## config.mk

```make
export PLATFORM = sky130hd
export DESIGN_NAME = audio_dma_slot_flat
export DESIGN_NICKNAME = d
export VERILOG_FILES = /design/src/rtl/audio_dma_slot_if.sv /design/src/rtl/audio_dma_slot.sv /design/src/flat_wrapper.sv
export SDC_FILE = /design/constraint.sdc
export NUM_CORES = 1
export LEC_CHECK = 0
export BUFFER_PORTS_ARGS = -buffer_cell sky130_fd_sc_hd__clkbuf_2
export CORE_ASPECT_RATIO = 0.8
export CORE_MARGIN = 2
export CORE_UTILIZATION = 49
export CTS_BUF_LIST = sky130_fd_sc_hd__clkbuf_8
export CTS_CLUSTER_SIZE = 40
export DETAILED_ROUTE_END_ITERATION = 7
export PLACE_DENSITY_LB_ADDON = 0.08
export SYNTH_ARGS = -nofsm -noshare
export SYNTH_HDL_FRONTEND = slang
export SYNTH_SLANG_ARGS = --single-unit
```

## constraint.sdc

```tcl
create_clock -name clk -period 2.02 [get_ports clk]
set_input_delay 0.303 -clock clk [delete_from_list [all_inputs] [get_ports clk]]
set_output_delay 0.303 -clock clk [all_outputs]
set_load 0.1 [all_outputs]
```

## src/rtl/audio_dma_slot_if.sv

```systemverilog
// VRAM read bus between the audio DMA slot sequencer (master) and the
// VRAM arbiter (slave). The request is a level that is held until acked.
// Read data arrives a fixed number of cycles after the ack.
interface audio_dma_slot_if;
    logic        mem_req;
    logic [15:0] mem_addr;
    logic        mem_ack;
    logic [15:0] mem_data;

    modport master (
        output mem_req,
        output mem_addr,
        input  mem_ack,
        input  mem_data
    );

    modport slave (
        input  mem_req,
        input  mem_addr,
        output mem_ack,
        output mem_data
    );
endinterface

```

## src/rtl/audio_dma_slot.sv

```systemverilog
// audio_dma_slot: per-scanline DMA sequencer for audio channel 0.
// Each enabled line-start pulse produces one dma_start/dma_end strobe pair
// toward the mixer. Between the strobes at most one VRAM word is read on the
// mixer's behalf, and that word is presented on word_o together with dma_end.
//
// Optional feature macro: AUDIO_DMA_TIMEOUT_EN
//   defined   -> a request left unacked for ACK_TIMEOUT cycles is abandoned.
//                word_o is then forced to silence and underrun_o is set sticky.
//   undefined -> a request waits for its ack indefinitely and underrun_o is 0.
module audio_dma_slot #(
    parameter int SLOT_DELAY  = 4,
    parameter int RD_LATENCY  = 2,
    parameter int ACK_TIMEOUT = 16
) (
    input  logic                      clk,
    input  logic                      reset_ni,
    input  logic                      audio_enable_i,
    input  logic                      line_start_i,
    input  logic                      fetch_req_i,
    input  logic [15:0]               fetch_addr_i,
    output logic                      dma_start_o,
    output logic                      dma_end_o,
    output logic [15:0]               word_o,
    output logic                      missed_o,
    output logic                      underrun_o,
    audio_dma_slot_if.master          mem
);

    // Parameters outside the supported ranges must not elaborate: all
    // counters are 4 bits wide.
    generate
        if ((SLOT_DELAY < 1) || (SLOT_DELAY > 15)) begin : g_bad_slot_delay
            $error("audio_dma_slot: SLOT_DELAY must be within 1..15");
        end
        if ((RD_LATENCY < 1) || (RD_LATENCY > 7)) begin : g_bad_rd_latency
            $error("audio_dma_slot: RD_LATENCY must be within 1..7");
        end
        if ((ACK_TIMEOUT < 1) || (ACK_TIMEOUT > 16)) begin : g_bad_ack_timeout
            $error("audio_dma_slot: ACK_TIMEOUT must be within 1..16");
        end
    endgenerate

    // Countdown loads: the state is left when the counter reads zero, so
    // loading N-1 spends exactly N cycles in DELAY or LAT.
    localparam logic [3:0] SLOT_LOAD = 4'(SLOT_DELAY - 1);
    localparam logic [3:0] RD_LOAD   = 4'(RD_LATENCY - 1);

    typedef enum logic [2:0] {
        S_IDLE   = 3'd0,
        S_DELAY  = 3'd1,
        S_START  = 3'd2,
        S_SAMPLE = 3'd3,
        S_REQ    = 3'd4,
        S_LAT    = 3'd5,
        S_END    = 3'd6
    } state_e;

    state_e      state_q,     state_d;
    logic [3:0]  cnt_q,       cnt_d;
    logic        dma_start_q, dma_start_d;
    logic        dma_end_q,   dma_end_d;
    logic [15:0] word_q,      word_d;
    logic        mem_req_q,   mem_req_d;
    logic [15:0] mem_addr_q,  mem_addr_d;
    logic        missed_q,    missed_d;

`ifdef AUDIO_DMA_TIMEOUT_EN
    // The request is abandoned at the end of its ACK_TIMEOUT-th cycle, so
    // the counter only needs to reach ACK_TIMEOUT-1 (fits in 4 bits).
    localparam logic [3:0] TO_LAST = 4'(ACK_TIMEOUT - 1);

    logic [3:0]  tcnt_q,      tcnt_d;
    logic        underrun_q,  underrun_d;
`endif

    // Next-state and next-output logic of the slot sequencer.
    always_comb begin
        state_d     = state_q;
        cnt_d       = cnt_q;
        dma_start_d = 1'b0;
        dma_end_d   = 1'b0;
        word_d      = word_q;
        mem_req_d   = mem_req_q;
        mem_addr_d  = mem_addr_q;
        // A line start seen outside IDLE is dropped but reported next cycle.
        missed_d    = line_start_i && (state_q != S_IDLE);
`ifdef AUDIO_DMA_TIMEOUT_EN
        tcnt_d      = tcnt_q;
        underrun_d  = underrun_q;
`endif

        case (state_q)
            S_IDLE: begin
                // Enable only gates entry; a disabled line start is silent.
                if (line_start_i && audio_enable_i) begin
                    state_d = S_DELAY;
                    cnt_d   = SLOT_LOAD;
                end else begin
                    state_d = S_IDLE;
                end
            end

            S_DELAY: begin
                if (cnt_q == 4'd0) begin
                    state_d     = S_START;
                    dma_start_d = 1'b1;
                end else begin
                    cnt_d = cnt_q - 4'd1;
                end
            end

            S_START: begin
                state_d = S_SAMPLE;
            end

            S_SAMPLE: begin
                // The mixer's fetch flag becomes visible one cycle after
                // dma_start, which is why it is sampled here and not in START.
                if (fetch_req_i) begin
                    mem_addr_d = fetch_addr_i;
                    mem_req_d  = 1'b1;
                    state_d    = S_REQ;
`ifdef AUDIO_DMA_TIMEOUT_EN
                    tcnt_d     = 4'd0;
`endif
                end else begin
                    state_d   = S_END;
                    dma_end_d = 1'b1;
                end
            end

            S_REQ: begin
                // An ack on the expiring cycle is checked first and wins.
                if (mem.mem_ack) begin
                    mem_req_d = 1'b0;
                    cnt_d     = RD_LOAD;
                    state_d   = S_LAT;
                end
`ifdef AUDIO_DMA_TIMEOUT_EN
                else if (tcnt_q == TO_LAST) begin
                    mem_req_d  = 1'b0;
                    word_d     = 16'h0000;
                    underrun_d = 1'b1;
                    state_d    = S_END;
                    dma_end_d  = 1'b1;
                end else begin
                    tcnt_d = tcnt_q + 4'd1;
                end
`else
                else begin
                    mem_req_d = 1'b1;
                end
`endif
            end

            S_LAT: begin
                if (cnt_q == 4'd0) begin
                    word_d    = mem.mem_data;
                    state_d   = S_END;
                    dma_end_d = 1'b1;
                end else begin
                    cnt_d = cnt_q - 4'd1;
                end
            end

            S_END: begin
                state_d = S_IDLE;
            end

            default: begin
                state_d   = S_IDLE;
                mem_req_d = 1'b0;
            end
        endcase
    end

    // State and output registers; every output is driven from a flop.
    always_ff @(posedge clk or negedge reset_ni) begin
        if (!reset_ni) begin
            state_q     <= S_IDLE;
            cnt_q       <= 4'd0;
            dma_start_q <= 1'b0;
            dma_end_q   <= 1'b0;
            word_q      <= 16'h0000;
            mem_req_q   <= 1'b0;
            mem_addr_q  <= 16'h0000;
            missed_q    <= 1'b0;
        end else begin
            state_q     <= state_d;
            cnt_q       <= cnt_d;
            dma_start_q <= dma_start_d;
            dma_end_q   <= dma_end_d;
            word_q      <= word_d;
            mem_req_q   <= mem_req_d;
            mem_addr_q  <= mem_addr_d;
            missed_q    <= missed_d;
        end
    end

`ifdef AUDIO_DMA_TIMEOUT_EN
    // Ack-timeout counter and sticky underrun flag (cleared by reset only).
    always_ff @(posedge clk or negedge reset_ni) begin
        if (!reset_ni) begin
            tcnt_q     <= 4'd0;
            underrun_q <= 1'b0;
        end else begin
            tcnt_q     <= tcnt_d;
            underrun_q <= underrun_d;
        end
    end

    assign underrun_o = underrun_q;
`else
    assign underrun_o = 1'b0;
`endif

    assign dma_start_o  = dma_start_q;
    assign dma_end_o    = dma_end_q;
    assign word_o       = word_q;
    assign missed_o     = missed_q;
    assign mem.mem_req  = mem_req_q;
    assign mem.mem_addr = mem_addr_q;

endmodule

```

## src/flat_wrapper.sv

```systemverilog
// flat-port wrapper written by rule: the top's interface ports become plain ports
module audio_dma_slot_flat 
#(
    parameter int SLOT_DELAY  = 4,
    parameter int RD_LATENCY  = 2,
    parameter int ACK_TIMEOUT = 16
)
  (clk, reset_ni, audio_enable_i, line_start_i, fetch_req_i, fetch_addr_i, dma_start_o, dma_end_o, word_o, missed_o, underrun_o, mem_mem_req, mem_mem_addr, mem_mem_ack, mem_mem_data);
  audio_dma_slot_if mem_i ();
  input  logic clk;
  input  logic reset_ni;
  input  logic audio_enable_i;
  input  logic line_start_i;
  input  logic fetch_req_i;
  input  logic [15:0] fetch_addr_i;
  output logic dma_start_o;
  output logic dma_end_o;
  output logic [15:0] word_o;
  output logic missed_o;
  output logic underrun_o;
  output wire logic [$bits(mem_i.mem_req)-1:0] mem_mem_req;
  output wire logic [$bits(mem_i.mem_addr)-1:0] mem_mem_addr;
  input wire logic [$bits(mem_i.mem_ack)-1:0] mem_mem_ack;
  input wire logic [$bits(mem_i.mem_data)-1:0] mem_mem_data;
  assign mem_mem_req = mem_i.mem_req;
  assign mem_mem_addr = mem_i.mem_addr;
  assign mem_i.mem_ack = mem_mem_ack;
  assign mem_i.mem_data = mem_mem_data;
  audio_dma_slot #(.SLOT_DELAY(SLOT_DELAY), .RD_LATENCY(RD_LATENCY), .ACK_TIMEOUT(ACK_TIMEOUT)) u_core (.clk(clk), .reset_ni(reset_ni), .audio_enable_i(audio_enable_i), .line_start_i(line_start_i), .fetch_req_i(fetch_req_i), .fetch_addr_i(fetch_addr_i), .dma_start_o(dma_start_o), .dma_end_o(dma_end_o), .word_o(word_o), .missed_o(missed_o), .underrun_o(underrun_o), .mem(mem_i));
endmodule
```

* Word level (Yosys, flattened, before mapping)
Index checks and enable logic that the tools add are counted.
Word-level totals: register bits 43, input bits 38, output and inout port bits 37, word-level logic and storage cells 52
Cells by class: add/subtract/negate cells 1, equal/unequal tests 12, muxes and demuxes 17, bitwise operators 1, reductions and logical operators 13
Operator list (count):
- case mux 3 bit (6 select lines) | 1
- two-way mux 4 bit | 3
- case mux 4 bit (3 select lines) | 1
- == test 3 bit, second input constant | 3
- two-way mux 3 bit | 3
- == test 3 x 2 -> 1 bit, second input constant | 2
- two-way mux 1 bit | 6
- != test 2 x 1 -> 1 bit, second input constant | 3
- != test 2 bit, second input constant | 3
- AND reduction 2 bit | 3
- nonzero test 3 bit | 2
- OR reduction 5 bit | 1
- logical NOT 4 bit | 1
- AND reduction 4 bit | 1
- subtractor 4 x 1 -> 4 bit, second input constant | 1
- == test 3 x 1 -> 1 bit, second input constant | 1
- logical NOT 3 bit | 1
- case mux 1 bit (3 select lines) | 1
- AND reduction 3 bit | 1
- logical AND 1 bit | 2
- two-way mux 2 bit | 1
- case mux 1 bit (2 select lines) | 1
- OR reduction 2 bit | 1
- inverter 1 bit | 1

* Logic depth before layout (Yosys ltp)
depth after elaboration 4, depth in mapped cells 6, depth with buffers taken out 6

* Worst setup path after synthesis
Ideal clock, no wire load.
path type register -> register, start point register u_core.cnt_q[0], end point register u_core.word_q[10], in the netlist u_core.word_o[10], library setup time 125 ps, arrival time 1534 ps, required time 1895 ps, setup slack 361 ps, cell stages (with the launch flop) 7, path buffers 1, clock period less this slack 1659 ps, cells stage by stage dfrtp_1 -> inv_1 -> ha_1 -> nor3b_4 -> nand4_4 -> buf_6 -> mux2_4
Between the ends: longest elaborated chain between the ends 2
RTL lines:
- from (decl) | RTL line audio_dma_slot.sv:59 | logic [3:0] cnt_q, cnt_d;
- from (signal assigned) | RTL line audio_dma_slot.sv:190 | cnt_q <= cnt_d;
- logical NOT 4 bit | RTL line audio_dma_slot.sv:157 | if (cnt_q == 4'd0) begin
- AND reduction 2 bit (no source line)
- to (signal assigned) | RTL line audio_dma_slot.sv:193 | word_q <= word_d;
- to (decl) | RTL line audio_dma_slot.sv:62 | logic [15:0] word_q, word_d;
Every way passes these cells. A chain may end at the register's enable or synchronous reset.

* Worst setup path in the final report
start point register u_core.cnt_q[0], end point register u_core.word_q[9], in the netlist u_core.word_o[9]
The elaborated chain is that of the path after synthesis.

==> flow_summary.json <==
{
  "vias": 1317,
  "grt_pass1_wl_mm": 5.98,
  "gp_congestion": 0.808,
  "synth.avg_cell_area_um2": 14.1,
  "drtIter0Drc": 80,
  "core_area_um2": 3490,
  "synth_top_area_share_pct": 59.1,
  "rsz0062_at_grt": "no",
  "final_layout_size_suffix_gt1_share_pct": 56.8,
  "post-route-min-period_ps": 1920,
  "cts_buffers": 5,
  "rr_startpoint": "u_core.cnt_q[0]",
  "diodes": 0,
  "insertion_delay_ps": 290,
  "finalSetupViolCount": 0,
  "wl_per_cell_um": 14.4,
  "worstMarginPinSlew_ps": 552,
  "cts_hold_buffers": 0,
  "nets": 245,
  "ys_seq_elements": 43,
  "r2r_cells": 5,
  "cts-root-buf": "clkbuf_8",
  "worstReg2RegEnd": "u_core.word_o[9]",
  "finalHoldViolations": 0,
  "antenna_found_initial": 0,
  "rrSetupSlack_ps": 100,
  "ios": 75,
  "cts_repair_resize_count": 0,
  "multi_input_area_um2": 677,
  "setup_tns_ps": 0,
  "cts.sinks": 43,
  "final_max_slew_viol_count": 0,
  "die_h_um": 58.5,
  "firstDrtPassIters": 4,
  "drtAntennaViolNets": 0,
  "cp_max_fo": 17,
  "cp.depth": 5,
  "cp.buffers_inverters": 1,
  "seq_area_um2": 1080,
  "fillCellCount": 277,
  "io_buffers": 73,
  "fin_crit_sh_pct": 95.2,
  "htreeDepth": 2,
  "grt_use_total_pct": 18.7,
  "synth_edf_count": 0,
  "async_flop_share_pct": 100,
  "syn_inst": 129,
  "cp-endpoint": "u_core.word_o[9]",
  "critPathKind": "flip-flop to flip-flop",
  "grt_pass1_vias": 1339,
  "end_kind": "flip-flop",
  "critPathMaxStageDelay_ps": 420,
  "drc": 0,
  "yosysSeqAreaShare_pct": 59.1,
  "synth_top_area_cell": "dfrtp_1",
  "synth_area_leaders": "dfrtp_1, mux2_2, mux2_4, a21oi_1, a31oi_1",
  "max_slew_margin_pct": 63.4,
  "synth_cell_types": 31,
  "chipWidth_um": 72.2,
  "post-dp-hpwl_mm": 2.62,
  "grt_max_degree": 44,
  "cp_cell_sequence": "inv_1, ha_1, nor3b_4, nand4_4, mux2_4",
  "cp_slowest_cell": "mux2_4",
  "yosys_warnings": 0,
  "synthToLayoutAreaGrowth_pct": 26.9,
  "cts_setup_buffers": 0,
  "worstPathRequired_ps": 2200,
  "max_freq_ghz": 0.520,
  "clockBufferDepth": 2,
  "rows": 19,
  "arrival_ps": 2100,
  "synth.net_count": 169,
  "syn-cell-area_um2": 1820,
  "clkTransAtPathRegs_ps": 80,
  "synthFlopType": "dfrtp_1",
  "initial_core_util_pct": 52.1,
  "wl_mm": 3.56,
  "cpLargestDelayFamily": "simple AND/OR/NAND/NOR gates",
  "skew_ps": 7.65,
  "cts_tree": "built",
  "hold_path_class": "input pin to async pin",
  "overflow": 0,
  "startpoint_type": "flip-flop",
  "startpoint": "u_core.cnt_q[0]",
  "drv_cap": 0,
  "dieArea_um2": 4220,
  "vias_per_cell": 5.31,
  "status": "finished clean"
}
[worst reg2reg max path, stage by stage (launching register included)]
cell,delay (ps)
dfrtp_1,390
inv_1,150
ha_1,170
nor3b_4,300
nand4_4,370
mux2_4,420
[stage by stage]
step / utilization, % / cells / hold WS (ps) / area (µm²) / worst slack [ps]
after floorplan: - / 129 / 7.41 / 1820 / 361
after global placement: 63.3 / 240 / 391 / 2210 / 224
after detailed placement: 63.3 / 240 / 408 / 2210 / 127
after CTS: 66.2 / 248 / 87.3 / 2310 / 108
after global routing: 66.2 / 248 / 122 / 2310 / 2.46
final: 66.2 / 248 / 60.4 / 2310 / 97.1
[how the worst min path moves through the flow]
| stage | to | cells after the start |
|---|---|---|
| after global placement | u_core.cnt_q[2] | 2 |
| after floorplan | u_core.cnt_q[0] | 0 |
| final | u_core.cnt_q[2] | 2 |
| after global routing | u_core.mem.mem_addr[1] | 2 |
| after detailed placement | u_core.cnt_q[2] | 2 |
| after CTS | u_core.cnt_q[2] | 2 |
[cell type report]
type / instances / area share, %
clock inverters: 1 / 0.162
well taps: 42 / 2.27
repair buffers: 75 / 16.5
inverters: 7 / 1.14
clock buffers: 7 / 4.17
multi-input cells: 73 / 29.3
flip-flops and latches: 43 / 46.5
[cells in the final DEF (no fill, tap or decap)]
| cell | instances |
|---|---|
| clkbuf_2 | 73 |
| dfrtp_1 | 43 |
| mux2_2 | 21 |
| mux2_4 | 9 |
| inv_1 | 7 |
| clkbuf_8 | 7 |
| nand2_1 | 5 |
| a21oi_1 | 5 |
| o21ai_0 | 4 |
| a31oi_1 | 4 |
| nor2_1 | 3 |
| mux2_1 | 2 |
| o22ai_1 | 2 |
| nor4_1 | 2 |
| a221oi_1 | 2 |
| ha_1 | 2 |
| buf_4 | 2 |
| inv_2 | 1 |
| nor2_2 | 1 |
| nor3b_4 | 1 |
| nand4_4 | 1 |
| o31a_1 | 1 |
| nor3_1 | 1 |
| nand3_2 | 1 |
| o32ai_1 | 1 |
| nand3b_1 | 1 |
| nor2b_1 | 1 |
| mux2i_1 | 1 |
| o2bb2ai_1 | 1 |
| conb_1 | 1 |
[flip-flops by register name, summed over array words and instances (netlist names)]
signal               cells
u_core.word_o           16
u_core.state_q           3
u_core.mem.mem_req       1
u_core.cnt_q             4
u_core.missed_o          1
u_core.dma_end_o         1
u_core.dma_start_o       1
u_core.mem.mem_addr     16
[cell usage after synthesis, types with 2 or more instances]
cell type and count:
mux2_2 21, dfrtp_1 43, ha_1 2, a21oi_1 5, nor4_1 2, buf_4 3
o21ai_0 4, o22ai_1 2, mux2_4 9, a221oi_1 2, mux2_1 2, a31oi_1 4
inv_1 6, nor2_1 3, nand2_1 5
[metal layers]
| metal | wire, µm | share of wire, % | track usage, % |
|---|---|---|---|
| met5 | 0 | 0 | 0 |
| met4 | 62 | 1.7 | 9.43 |
| met3 | 329 | 9.2 | 6.68 |
| met2 | 1680 | 47 | 29.9 |
| met1 | 1490 | 42 | 22.7 |
[cells by family after synthesis]
family | share of synthesized area [%]
multiplexers | 22.2
adder cells (fa/ha/maj) | 1.37
buffers and inverters | 3.78
flip-flops | 59.1
AO/OA/AOI/OAI | 6.94
AND/OR/NAND/NOR | 6.46
other | 0.206
Power is not shown: default switching activity piles up to over one toggle a cycle in this logic, so the estimate is an artifact.
